## src/rtl/instruction_fetch.sv

```systemverilog
// Instruction fetch stage: owns the PC, addresses instruction_memory and presents
// fetched words to decode through a valid/ready output register with branch redirects.
module instruction_fetch #(
    parameter int                    ADDR_WIDTH = 32,
    parameter logic [ADDR_WIDTH-1:0] RESET_PC   = '0
) (
    input  logic                  clk,
    input  logic                  rst_n,
    output logic [ADDR_WIDTH-1:0] imem_address,
    input  logic [31:0]           imem_instruction,
    input  logic                  branch_taken,
    input  logic [ADDR_WIDTH-1:0] branch_target,
    output logic                  if_valid,
    input  logic                  if_ready,
    output logic [31:0]           if_instruction,
    output logic [ADDR_WIDTH-1:0] if_pc,
    output logic [ADDR_WIDTH-1:0] if_pc_plus4,
    output logic                  fault
);

    typedef enum logic [1:0] {S_IDLE, S_RUN, S_FAULT} state_t;

    state_t                r_state;
    logic [ADDR_WIDTH-1:0] r_pc;
    logic                  r_valid;
    logic [31:0]           r_instr;
    logic [ADDR_WIDTH-1:0] r_if_pc;
    logic [ADDR_WIDTH-1:0] r_if_pc4;
    logic                  r_fault;

    logic                  w_load;
    logic                  w_misaligned;
    logic [ADDR_WIDTH-1:0] w_pc_inc;

    assign w_load       = !r_valid || if_ready;
    assign w_misaligned = |branch_target[1:0];
    assign w_pc_inc     = r_pc + ADDR_WIDTH'(4);

    always_ff @(posedge clk or negedge rst_n) begin
        if (!rst_n) begin
            r_state  <= S_IDLE;
            r_pc     <= RESET_PC;
            r_valid  <= 1'b0;
            r_instr  <= '0;
            r_if_pc  <= '0;
            r_if_pc4 <= ADDR_WIDTH'(4);
            r_fault  <= 1'b0;
        end else begin
            case (r_state)
                S_IDLE: r_state <= S_RUN;
                S_RUN: begin
                    // Redirect wins over load; a concurrent handshake simply drains the output.
                    if (branch_taken) begin
                        r_valid <= 1'b0;
                        if (w_misaligned) begin
                            r_state <= S_FAULT;
                            r_fault <= 1'b1;
                        end else begin
                            r_pc <= branch_target;
                        end
                    end else if (w_load) begin
                        r_instr  <= imem_instruction;
                        r_if_pc  <= r_pc;
                        r_if_pc4 <= w_pc_inc;
                        r_valid  <= 1'b1;
                        r_pc     <= w_pc_inc;
                    end
                end
                default: r_state <= S_FAULT;
            endcase
        end
    end

    assign imem_address   = r_pc;
    assign if_valid       = r_valid;
    assign if_instruction = r_instr;
    assign if_pc          = r_if_pc;
    assign if_pc_plus4    = r_if_pc4;
    assign fault          = r_fault;

endmodule

```

## config.mk

```make
export PLATFORM = sky130hd
export DESIGN_NAME = instruction_fetch
export DESIGN_NICKNAME = d
export VERILOG_FILES = /design/src/rtl/instruction_fetch.sv
export SDC_FILE = /design/constraint.sdc
export NUM_CORES = 1
export LEC_CHECK = 0
export ABC_AREA = 1
export BUFFER_PORTS_ARGS = -buffer_cell sky130_fd_sc_hd__buf_2
export CAP_MARGIN = 20
export CORE_MARGIN = 2
export CORE_UTILIZATION = 30
export CTS_BUF_LIST = sky130_fd_sc_hd__clkbuf_2 sky130_fd_sc_hd__clkbuf_4 sky130_fd_sc_hd__clkbuf_8
export CTS_CLUSTER_DIAMETER = 200
export CTS_CLUSTER_SIZE = 25
export DETAILED_ROUTE_END_ITERATION = 8
export HOLD_SLACK_MARGIN = 0.06
export PLACE_DENSITY = 0.62
export SLEW_MARGIN = 0
export SYNTH_ARGS = -nofsm -noshare
export SYNTH_HDL_FRONTEND = slang
export SYNTH_SLANG_ARGS = --single-unit
```

## constraint.sdc

```tcl
create_clock -name clk -period 1.3 [get_ports clk]
set_input_delay 0.065 -clock clk [delete_from_list [all_inputs] [get_ports clk]]
set_output_delay 0.065 -clock clk [all_outputs]
set_load 0.01 [all_outputs]
```

==> results.py <==
metrics = {
    "drt": {
        "drt_iter0_markers": 366,
        "wirelength_um": 24200,
        "detail-route-antenna-nets": 0,
        "remaining_drc_errors": 0,
        "detail_route.wl_per_cell_um": 17.3,
        "vias_per_cell": 4.69,
        "drt_first_pass_iters": 4,
        "via_count": 6545,
    },
    "sta": {
        "fmax_mhz": 659,
        "whs_ns": 0.141,
        "grt_setup_unrepaired": "yes",
        "worst_slack_ns": -0.217,
        "hold_viol": 0,
        "timing.final.crit_share_pct": 117,
        "slew_headroom_pct": 68.8,
        "fin_skew_ns": 0.0194,
        "worst_slew_pin_slew_ns": 0.467,
        "min_period_ns": 1.52,
        "drv_slew": 0,
        "finalSetupViolations": 105,
    },
    "synth": {
        "syn_area_sq_um": 6030,
        "synth-edff-count": 0,
        "yosysSeqAreaShare_pct": 53.9,
        "syn_inst": 770,
        "ys_top_cells_by_area": "dfrtp_1 (53%), nand2_1 (20%), nor2_1 (5.8%)",
        "synth_fp_nets": 839,
        "synth_cell_type_count": 29,
        "yosysTopAreaCell": "dfrtp_1",
        "avgSynthCellArea_sq_um": 7.84,
        "netlist.area_leader.share_pct": 53.5,
        "ys_seq_elements": 130,
        "yosysMostFrequentCell": "nand2_1",
        "yosys_most_used_dff": "dfrtp_1",
        "yosys_warnings": 0,
        "synth_common_cells": "nand2_1 (323), dfrtp_1 (129), nor2_1 (93)",
        "synthArstFlopShare_pct": 100,
    },
    "finish": {
        "fin_area_sq_um": 10400,
        "multi_input_area_sq_um": 3200,
        "area.sequential_sq_um": 3260,
        "num-fill-cells": 1743,
        "drive_above_1_share_pct": 47.1,
        "area_delta_synth_final_pct": 71.9,
        "nets": 1189,
        "final_cells": 1397,
        "utilization_pct": 52.9,
        "diodes": 0,
    },
    "global_routing": {
        "grt_pass1_vias": 6140,
        "grt_pass1_wl_um": 32200,
        "grt_usage_pct": 19.3,
        "antenna_found_initial": 0,
        "grt_start_max_net_pins": 78,
        "overflow": 0,
    },
    "clock_network": {
        "cts_max_level": 4,
        "clockBufferDepth": 2,
        "cts_buffers": 17,
        "path_clk_slew_ns": 0.08,
        "clock-sinks": 130,
        "cts-root-buf": "clkbuf_8",
        "insertion_delay_ns": 0.47,
        "cts_tree": "yes",
    },
    "critical_path": {
        "path_delay_family": "simple AND/OR/NAND/NOR gates",
        "slowest_stage": "dfrtp_1",
        "slowest_delay_ns": 0.44,
        "cp.required_ns": 1.63,
        "start_kind": "flip-flop",
        "cp_num_buf_inv": 1,
        "timing.critical_path.cells": "nand2_2 -> nor2_2 -> nand2_4 -> buf_6 -> xor2_2 -> nor2_1 -> o22ai_1",
        "crit_type": "flip-flop to flip-flop",
        "crit_arrival_ns": 1.85,
        "worstSetupEndpointType": "flip-flop",
        "crit_fanout": 4,
    },
    "placed_design": {
        "place_congestion": 0.892,
        "placed_area_sq_um": 7830,
        "dp_cells": 1270,
        "portBuffers": 197,
        "dp_hpwl_um": 14200,
        "dp_slack_ns": -0.247,
    },
    "floorplan": {
        "fp.dieW_um": 146,
        "dieHeight_um": 146,
        "core_area_sq_um": 19600,
        "initial_core_util_pct": 30.8,
        "io_pins": 198,
        "die-area_sq_um": 21300,
        "fp-row-count": 51,
    },
    "run_status": {
        "outcome": "complete, but fails checks",
        "violations": "negative setup slack",
    },
    "worst_hold_path": {
        "worstHoldPathType": "input port to asynchronous set/reset pin",
    },
    "power": {
        "p_per_area_nw_per_um2": 2050,
        "p_leak_nw": 5.21,
        "peakVddDrop_uv": 1010,
    },
    "run": {
        "maxCapViolCount": 0,
    },
}
## final cells by class
cell class	instances	share of cell area (%)
repair buffers	367	28.2
inverters	49	1.94
flip-flops and latches	130	31.5
multi-input cells	555	30.9
well taps	265	3.20
clock inverters	10	1.76
clock buffers	21	2.61
## flip-flops by register name, indices dropped and copies added, names as in the netlist
signal,cells
if_valid,1
fault,1
if_instruction,32
imem_address,32
if_pc,32
r_state,2
if_pc_plus4,30
## worst register-to-register path: stages (launching register included)
cell,delay [ns]
dfrtp_1,0.44
nand2_2,0.13
nor2_2,0.18
nand2_4,0.10
buf_6,0.14
xor2_2,0.15
nor2_1,0.14
o22ai_1,0.10
## metal layers
metal | vias to the layer above | share of wire, % | global-route usage, %
met5 | - | 0 | 0
met4 | 0 | 3.0 | 7.40
met3 | 49 | 5.9 | 4.39
met2 | 250 | 50 | 32.2
met1 | 3141 | 42 | 24.3
li1 | 3105 | - | -
## metrics by stage
| stage | power [mW] | setup TNS [ns] |
|---|---|---|
| 2_1_floorplan | 10.9 | -2.14 |
| 3_3_place_gp | 15.0 | -5.03 |
| 3_5_place_dp | 15.1 | -7.58 |
| 4_1_cts | 19.7 | -6.92 |
| 5_1_grt | 22.6 | -15.63 |
| 6_report | 21.3 | -8.61 |
## placed cells by master, fill, tap and decap left out, types with 13 or more instances in the layout
master / n
o21ai_2: 22
nor2_1: 67
inv_1: 41
buf_6: 25
nand2_4: 26
nand2_2: 83
nor2_4: 16
buf_2: 192
nand2_1: 216
buf_4: 56
clkbuf_8: 18
clkbuf_16: 13
nand3_1: 27
dfrtp_1: 123
dlygate4sd3_1: 66
nor2_2: 16
o21ai_1: 24
## path summary, 6_finish.rpt
path                                 startpoint               to  slack (ns)  depth (start not counted)
min in group clk                       if_ready  imem_address[5]        0.29                          7
worst min register to register   if_pc_plus4[8]   if_pc_plus4[8]        0.48                          2
worst min-delay path                      rst_n        if_pc[16]        0.14                          3
worst max-delay path            imem_address[6]  imem_address[9]       -0.22                          7
worst max register to register  imem_address[6]  imem_address[9]       -0.22                          7
max in group asynchronous                 rst_n        if_pc[14]        0.70                          3
## power by group
group	total (mW)	internal (mW)	switching (mW)
Sequential	7.57	5.92	1.65
Combinational	9.70	4.40	5.30
Clock	4.03	2.38	1.65
Total	21.3	12.7	8.60
## cells by family (layout without fill, tap and decap cells)
family	Yosys count	in the layout	synth area share [%]
xor+xnor	9	9	1.31
compound gates	84	84	7.59
buf+inv	85	447	6.43
simple gates	461	461	30.5
fa+ha+maj	1	1	0.207
flops	130	130	53.9
## timing repair
item,CTS,global route
setup endpoints to repair,57,118
pin swaps,14,57
setup buffers,1,11
hold endpoints to repair,197,0
cloned,1,18
resized for setup,35,261
hold buffers,67,0
Power figures use the tool's default switching activity.
